### src/rtl/chunked_tree_subtractor.sv
`default_nettype none
// ============================================================================
// Module      : chunked_tree_subtractor
// Description : Multi-cycle wide subtractor. Computes
//               difference = operand_1 - operand_2 - borrow_in (mod 2^N_BIT)
//               one CHUNK-bit slice per cycle, least-significant slice first,
//               through a single CHUNK-wide Kogge-Stone prefix carry tree.
//               Subtraction is done as op1 + ~op2 + ~borrow_in, so the slice
//               carry is an inverted borrow and is registered between slices.
// Ports       : clk, rst         - clock, synchronous active-high reset
//               in_valid/ready   - operand handshake (accepted only in IDLE)
//               operand_1/2      - minuend / subtrahend, N_BIT wide
//               borrow_in        - incoming borrow
//               out_valid/ready  - result handshake (held in DONE)
//               difference       - N_BIT result
//               borrow_out       - unsigned borrow (op1 < op2 + borrow_in)
//               overflow         - signed overflow of the subtraction
// Revision    : 1.0 - initial release
// ============================================================================
module chunked_tree_subtractor #(
    parameter int N_BIT = 128,
    parameter int CHUNK = 32
) (
    input  logic             clk,
    input  logic             rst,
    input  logic             in_valid,
    output logic             in_ready,
    input  logic [N_BIT-1:0] operand_1,
    input  logic [N_BIT-1:0] operand_2,
    input  logic             borrow_in,
    output logic             out_valid,
    input  logic             out_ready,
    output logic [N_BIT-1:0] difference,
    output logic             borrow_out,
    output logic             overflow
);

    localparam int C_NCHUNK = N_BIT / CHUNK;
    localparam int C_IDX_W  = (C_NCHUNK > 1) ? $clog2(C_NCHUNK) : 1;
    localparam logic [C_IDX_W-1:0] C_LAST_IDX = C_IDX_W'(C_NCHUNK - 1);

    typedef enum logic [1:0] {
        S_IDLE = 2'd0,
        S_RUN  = 2'd1,
        S_DONE = 2'd2
    } state_t;

    state_t             r_state;
    logic [C_IDX_W-1:0] r_idx;
    logic               r_carry;
    logic [N_BIT-1:0]   r_op1;
    logic [N_BIT-1:0]   r_op2n;
    logic [N_BIT-1:0]   r_diff;
    logic               r_borrow;
    logic               r_ovf;
    logic               r_out_valid;

    logic [CHUNK-1:0]   w_a;
    logic [CHUNK-1:0]   w_b;
    logic [CHUNK-1:0]   w_prop_bit;
    logic [CHUNK-1:0]   w_gen;
    logic [CHUNK-1:0]   w_prp;
    logic [CHUNK:0]     w_c;
    logic [CHUNK-1:0]   w_sum;

    // Slice datapath: Kogge-Stone prefix over (g,p). Walking i downward lets
    // each level be updated in place, since bit i-d still holds the previous
    // level's value when bit i is computed.
    always_comb begin
        w_a        = r_op1[r_idx*CHUNK +: CHUNK];
        w_b        = r_op2n[r_idx*CHUNK +: CHUNK];
        w_prop_bit = w_a ^ w_b;
        w_gen      = w_a & w_b;
        w_prp      = w_prop_bit;
        for (int d = 1; d < CHUNK; d = d * 2) begin
            for (int i = CHUNK - 1; i >= d; i--) begin
                w_gen[i] = w_gen[i] | (w_prp[i] & w_gen[i-d]);
                w_prp[i] = w_prp[i] & w_prp[i-d];
            end
        end
        // w_c[i] is the carry into bit i; w_c[CHUNK] is the slice carry-out.
        w_c[0] = r_carry;
        for (int i = 0; i < CHUNK; i++) begin
            w_c[i+1] = w_gen[i] | (w_prp[i] & r_carry);
        end
        w_sum = w_prop_bit ^ w_c[CHUNK-1:0];
    end

    always_ff @(posedge clk) begin
        if (rst) begin
            r_state     <= S_IDLE;
            r_idx       <= '0;
            r_carry     <= 1'b0;
            r_op1       <= '0;
            r_op2n      <= '0;
            r_diff      <= '0;
            r_borrow    <= 1'b0;
            r_ovf       <= 1'b0;
            r_out_valid <= 1'b0;
        end else begin
            case (r_state)
                S_IDLE: begin
                    if (in_valid) begin
                        r_op1   <= operand_1;
                        r_op2n  <= ~operand_2;
                        r_carry <= ~borrow_in;
                        r_idx   <= '0;
                        r_state <= S_RUN;
                    end
                end
                S_RUN: begin
                    r_diff[r_idx*CHUNK +: CHUNK] <= w_sum;
                    r_carry                      <= w_c[CHUNK];
                    if (r_idx == C_LAST_IDX) begin
                        // Carry out of the MSB is an inverted unsigned borrow.
                        r_borrow    <= ~w_c[CHUNK];
                        r_ovf       <= w_c[CHUNK-1] ^ w_c[CHUNK];
                        r_out_valid <= 1'b1;
                        r_idx       <= '0;
                        r_state     <= S_DONE;
                    end else begin
                        r_idx <= r_idx + C_IDX_W'(1);
                    end
                end
                S_DONE: begin
                    if (out_ready) begin
                        r_out_valid <= 1'b0;
                        r_state     <= S_IDLE;
                    end
                end
                default: begin
                    r_state <= S_IDLE;
                end
            endcase
        end
    end

    // Gated by rst so no operands are offered while reset is held.
    assign in_ready   = (r_state == S_IDLE) && !rst;
    assign out_valid  = r_out_valid;
    assign difference = r_diff;
    assign borrow_out = r_borrow;
    assign overflow   = r_ovf;

endmodule
`default_nettype wire

### config.mk
export PLATFORM = sky130hd
export DESIGN_NAME = chunked_tree_subtractor
export DESIGN_NICKNAME = d
export VERILOG_FILES = /design/src/rtl/chunked_tree_subtractor.sv
export SDC_FILE = /design/constraint.sdc
export NUM_CORES = 1
export LEC_CHECK = 0
export ABC_AREA = 1
export CORE_MARGIN = 5
export CORE_UTILIZATION = 46
export DETAILED_ROUTE_END_ITERATION = 6
export GPL_TIMING_DRIVEN = 0
export PLACE_DENSITY = 0.77
export SLEW_MARGIN = 20
export SYNTH_ARGS = -nofsm -noshare
export SYNTH_HDL_FRONTEND = slang
export SYNTH_SLANG_ARGS = --single-unit
### constraint.sdc
create_clock -name clk -period 3.1 [get_ports clk]
set_clock_uncertainty 0.1 [all_clocks]
set_input_delay 0.93 -clock clk [delete_from_list [all_inputs] [get_ports clk]]
set_output_delay 0.93 -clock clk [all_outputs]
set_load 0.005 [all_outputs]
Word-level counts from Yosys, hierarchy flattened --
Cells that the tools add are included.
Operators by class: reductions and logical operators 10, equality and inequality tests 6, add/subtract/negate cells 2, mux-type cells 13, shifts and indexed selects 4, bitwise operators 458
Operators by type and width (count):
- 1-bit AND | 290
- 128-bit by 8-bit indexed part select with 32-bit output | 2
- 1-bit OR | 161
- 128-bit bitwise mux | 1
- 128-bit NOT | 1
- 32-bit by 34-bit variable shift with 128-bit output (first input constant) | 1
- 32-bit by 34-bit indexed part select with 128-bit output | 1
- 32-bit XOR | 2
- 7-bit negator with 34-bit output | 1
- 32-bit AND | 1
- 2-bit 2-to-1 mux | 5
- 2-bit != test (second input constant) | 3
- 2-bit one-hot mux with 3 select lines | 1
- 2-bit AND reduction | 3
- 3-bit AND reduction | 2
- 2-bit == test (second input constant) | 2
- 1-bit one-hot mux with 2 select lines | 2
- 2-bit one-hot mux with 2 select lines | 1
- 2-bit nonzero test | 2
- 1-bit 2-to-1 mux | 3
- 2-bit by 1-bit adder with 2-bit output (second input constant) | 1
- 2-bit by 1-bit == test with 1-bit output (second input constant) | 1
- 2-bit logical NOT | 1
- 1-bit NOT | 2
- 3 further kinds | 3
Word-level totals: output and inout port bits 132, register bits 392, logic and storage cells 502

Longest topological paths before layout --
depth after elaboration 15, depth in mapped cells 22, depth with buffers taken out 18

Worst setup path after synthesis --
OpenSTA, ideal clock, no wires.
path type register to register, start register r_idx[0], end register r_diff[45] (netlist: difference[45]), data arrival time 2821 ps, library setup time 67 ps, cell stages (with the launch flop) 21, setup slack 112 ps, period minus slack after synthesis 2988 ps, data required time 2933 ps, path through dfxtp_1 clkbuf_1 inv_1 clkbuf_1 clkbuf_1 nor2_1 o22ai_1 ha_1 inv_1 nor2_2 nand2_2 nor2_4 inv_1 nand2_2 nand2_2 nand2_4 xor2_2 nand2_2 nor2_2 nand2_1 a21oi_2
On the way: cells in the longest elaborated chain, start to end 15
Ends and longest elaborated chain:
- start: declaration | line 49 | logic [C_IDX_W-1:0] r_idx;
- start signal: assignment | line 122 | r_idx <= r_idx + C_IDX_W'(1);
- 128-bit by 8-bit indexed part select with 32-bit output (on tied branches) | line 70, 71
- 32-bit XOR / 32-bit AND (equally long branches) | line 72, 73
- 1-bit AND (on tied branches) | line 77, 78
- 1-bit OR / 1-bit AND (equally long branches) | line 77 | w_gen[i] = w_gen[i] | (w_prp[i] & w_gen[i-d]);
- 1-bit AND / 1-bit OR (equally long branches) | line 77
- 1-bit OR / 1-bit AND (equally long branches) | line 77
- 1-bit AND / 1-bit OR (equally long branches) | line 77
- 1-bit OR / 1-bit AND (equally long branches) | line 77
- 1-bit AND / 1-bit OR (equally long branches) | line 77
- 1-bit OR / 1-bit AND (equally long branches) | line 77
- 1-bit OR | line 77
- 1-bit OR | line 84 | w_c[i+1] = w_gen[i] | (w_prp[i] & r_carry);
- 32-bit XOR | line 86 | w_sum = w_prop_bit ^ w_c[CHUNK-1:0];
- 32-bit by 34-bit indexed part select with 128-bit output | line 112 | r_diff[r_idx*CHUNK +: CHUNK] <= w_sum;
- 128-bit bitwise mux (*) | line 112
- end signal: indexed assignment | line 112
- end: declaration | line 53 | logic [N_BIT-1:0] r_diff;
Mark *: on every way between the ends. The rest lies on a longest branch, timed or not. A chain may end at the register's enable or synchronous reset.

Final worst setup path --
start register r_idx[0], end register r_diff[77] (netlist: difference[77])
Same word-level chain as after synthesis.

==> metrics.md <==
| Metric | Value |
|---|---|
| Top Ports | 393 |
| Pwr dens | 586.2 nW/um2 |
| Vias in the first global route | 19470 |
| Gr usage total | 32.92% |
| Worst-path cell chain | clkbuf_16 -> clkinvlp_4 -> clkbuf_16 -> clkbuf_8 -> o21ai_2 -> o22ai_2 -> ha_4 -> nand2_1 -> inv_1 -> nand2_1 -> nor3_2 -> nand2_2 -> nand2_4 -> buf_12 -> xor2_4 -> buf_4 -> nand3_1 -> a21oi_2 |
| Rows | 71 |
| Switching power | 5.237 mW |
| Non-Filler Instances | 3561 |
| Syn Area/Cell | 7.054 um2 |
| Worst-path cell with the longest stage delay | dfxtp_2 |
| Hold crit path type | flip-flop to flip-flop |
| Final setup vio count | 79 |
| Port bufs | 391 |
| Routed len/inst | 21.38 um |
| Clock slew at reported path FFs | 0.07 ns |
| Critical path type | flip-flop to flip-flop |
| Die area | 42530 um2 |
| Register area share after synthesis | 44.30% |
| Setup slack, reg-to-reg | -0.18 ns |
| Vias per inst | 5.692 |
| Final min period | 3.282 ns |
| Critical Path Stages | 18 |
| Starting Density | 46.81% |
| DR pass1 iterations | 6 |
| FILL cells | 3080 |
| Top FF cell, synth | dfxtp_1 |
| Status | complete, but fails checks |
| Global route overflow | 0 |
| # Max-Cap Violations | 0 |
| Synth Net Count | about 2800 |
| Failing checks | setup timing |
| Layout cell share with drive strength beyond 1 | around a fifth |
| Hold buffer count at cts | 0 |
| Netlist cell types | 41 |
| Die width | a little over 200 um |
| Max incr delay on CP | 0.36 ns |
| RSZ-0062 raised after global routing | yes |
| Final antenna-violating net count | 0 |
| Clock power share | 32.1% |
| CP max FO | 10 |
| Final TNS setup | -5.833 ns |
| CTS tree | yes |
| Cts bufs inserted | 40 |
| Number of enable flip-flop cells after synthesis | 0 |
| Bufs on Longest Clock Path | 3 |
| Initial DRC Count | 2214 |
| Reg-to-reg endpoint | difference[77] |
| Power Internal | 10.37 mW |
| Worst R2R Path Depth | 18 |
| Max-slew violation count | 0 |
| Buf/Inv on CP | 7 |
| Inst Count DP | 3413 |
| Combinational share of power | between 30% and 40% |
| Worst r2r src | r_idx[0] |
| Antenna violations before repair | 0 |
| Reg power frac | between 30% and 40% |
| Cell taking the most area after synthesis | dfxtp_1 |
| Critical Path AT | around 3.7 ns |
| Area grow syn2layout | 50.31% |
| FMAX | between 300 and 400 MHz |
| Drt drc | 0 |
| Die height | 206.2 um |
| Hold Vio Cnt, Final | 0 |
| Largest cells by area after synthesis | dfxtp_1 44%, o21ai_0 11%, nor2_1 9.6%, nand2_1 8.9%, a21oi_1 7.9% |
| Clk Tree Root Cell | clkbuf_16 |
| Nets | approximately 3300 |
| Asr flop ratio synth | 0% |
| CP Launch Point | r_idx[0] |
| #FFs+latches synth | 392 |
| First-pass GRT wire length | 108600 um |
| Clock sink count | between 300 and 400 |
| Worst-margin pin slew | 0.7959 ns |
| Mapped Cells | 2511 |
| Htree depth | 2 |
| Synthesis Warnings | 0 |
| Yosys top cell area share | 44.30% |
| HPWL Detailed | 58170 um |
| CP endpoint | difference[77] |
| Core Area | 37840 um2 |
| RePlAce Congestion | 1.050 |
| Period utilization | 105.9% |
| Mapped Area | 17710 um2 |
| Worst Path Required | 3.48 ns |
| Hold Path Origin | difference[50] |
| Total wire length | between 70000 and 80000 um |
| Via count | 20270 |
| LEAKAGE | around 10 nW |
| Crit path max-delay family | buffers and inverters |
| Crit end category | flip-flop |
| Largest net degree at the start of global routing | 15 |
| Slew HR | 46.94% |
| Clock Latency Late Sink | 0.56 ns |
| Setup crit start kind | flip-flop |
| Sw Share | 33.55% |
| Total power | 15.61 mW |
| Maximum VDD drop | 0.4077 mV |
| Min setup slack post-route | -0.1820 ns |
-- repair_timing --
action,4_1_cts,5_1_grt
endpoints found under the hold margin,0,0
endpoints found under the setup margin,132,111
pin swaps,37,82
gates cloned,0,3
resized for setup,277,351
setup buffers,22,50
-- stage by stage --
stage | hold slack [ns] | util, % | cell area [um2] | worst slack, ns
after floorplan | 0.3495 | - | 17710 | 0.1117
after global placement | 0.3516 | 58.84 | 22270 | -1.530
after detailed placement | 0.3552 | 58.84 | 22270 | -1.623
after CTS | 0.3651 | 65.62 | 24830 | -0.1044
after global routing | 0.3894 | 70.34 | 26620 | -0.3089
final | 0.3650 | 70.36 | 26630 | -0.1820
-- power groups by stage --
stage                     sequential (mW)  clock, mW  combinational (mW)
final                                5.57       5.00                5.03
after detailed placement             5.65          0                3.35
after CTS                            5.54       4.97                3.96
after floorplan                      5.59          0                1.97
after global routing                 5.60       5.18                5.33
after global placement               5.64          0                3.33
-- Yosys cell counts (2+ instances only) --
cell        n
buf_4       2
nand3b_1    5
buf_1      11
nand3_1    68
nor2_2     10
a22oi_1     3
ha_1       39
a21oi_1   278
nor2_4      2
o22ai_1    64
inv_1     107
xor2_1      7
o21bai_1    3
inv_2       2
dfxtp_1   392
xor2_2      7
clkinv_1    3
buf_2      15
o21ai_0   394
nor3_1     10
clkbuf_1  150
xnor2_1     2
nor2_1    451
nand2_1   418
a21oi_2     3
nand4_1    33
nand2_2    18
-- worst min-delay path by stage --
stage | endpoint | slack [ns] | cells past startpoint
after floorplan | r_op1[32] | 0.35 | 2
after global placement | out_valid | 0.35 | 2
after detailed placement | out_valid | 0.36 | 2
after CTS | difference[100] | 0.37 | 2
after global routing | difference[46] | 0.39 | 2
final | difference[50] | 0.37 | 2
-- state kept, by name, indices dropped and copies added (netlist names), 2 cells and up --
name        flops
difference    128
r_idx           2
r_state         2
r_op1         128
r_op2n        128
-- worst reg2reg max path, stage by stage (launching register included) --
cell and delay [ns]:
dfxtp_2 0.36, clkbuf_16 0.17, clkinvlp_4 0.14, clkbuf_16 0.21, clkbuf_8 0.20, o21ai_2 0.13, o22ai_2 0.13, ha_4 0.32
nand2_1 0.11, inv_1 0.13, nand2_1 0.14, nor3_2 0.17, nand2_2 0.09, nand2_4 0.12, buf_12 0.12, xor2_4 0.18
buf_4 0.14, nand3_1 0.08, a21oi_2 0.18
-- area by class of cell --
type | instances | area (um2) | share of cell area, %
Clock buffer | 54 | 1134 | 4.258
Sequential cell | 392 | 7853 | 29.49
Antenna cell | 2 | 5.005 | 0.01880
Clock inverter | 18 | 212.7 | 0.7989
Inverter | 112 | 424.2 | 1.593
Tap cell | 511 | 639.4 | 2.401
Buffer | 180 | 1011 | 3.797
Multi-Input combinational cell | 1827 | 10760 | 40.43
Timing Repair Buffer | 465 | 4583 | 17.21
-- placed cells by master, fill, tap and decap left out, types with 12 or more instances in the layout --
master           count
a21oi_1            217
a21oi_2             60
buf_2               18
buf_4               70
clkbuf_1           111
clkbuf_16           44
clkbuf_8            15
clkdlybuf4s50_1    390
dfxtp_1            390
ha_4                31
inv_1               99
nand2_1            348
nand2_2             60
nand2_4             28
nand3_1             55
nand3_2             13
nand4_1             33
nor2_1             401
nor2_2              43
nor2_4              19
o21ai_0            329
o21ai_1             32
o21ai_2             24
o22ai_1             15
o22ai_2             37
o22ai_4             12
-- logic make-up (layout without fill, tap and decap cells) --
family	Yosys count	in the layout	synth area share (%)
buffers and inverters	292	829	6.435
and+or+nand+nor	1022	1022	23.44
AOI/OAI and AO/OA	748	748	21.77
adders and majority gates	40	40	2.868
xor gates and xnor gates	17	17	1.180
other	0	2	0
DFF	392	392	44.30
-- metal layers --
metal  track usage (%)  wire length [um]
met1             41.00             29040
met4             13.95              3799
met5                 0                 0
met2             56.32             36030
met3             5.696              7276
Note: power is estimated with default switching activity, not from simulation.
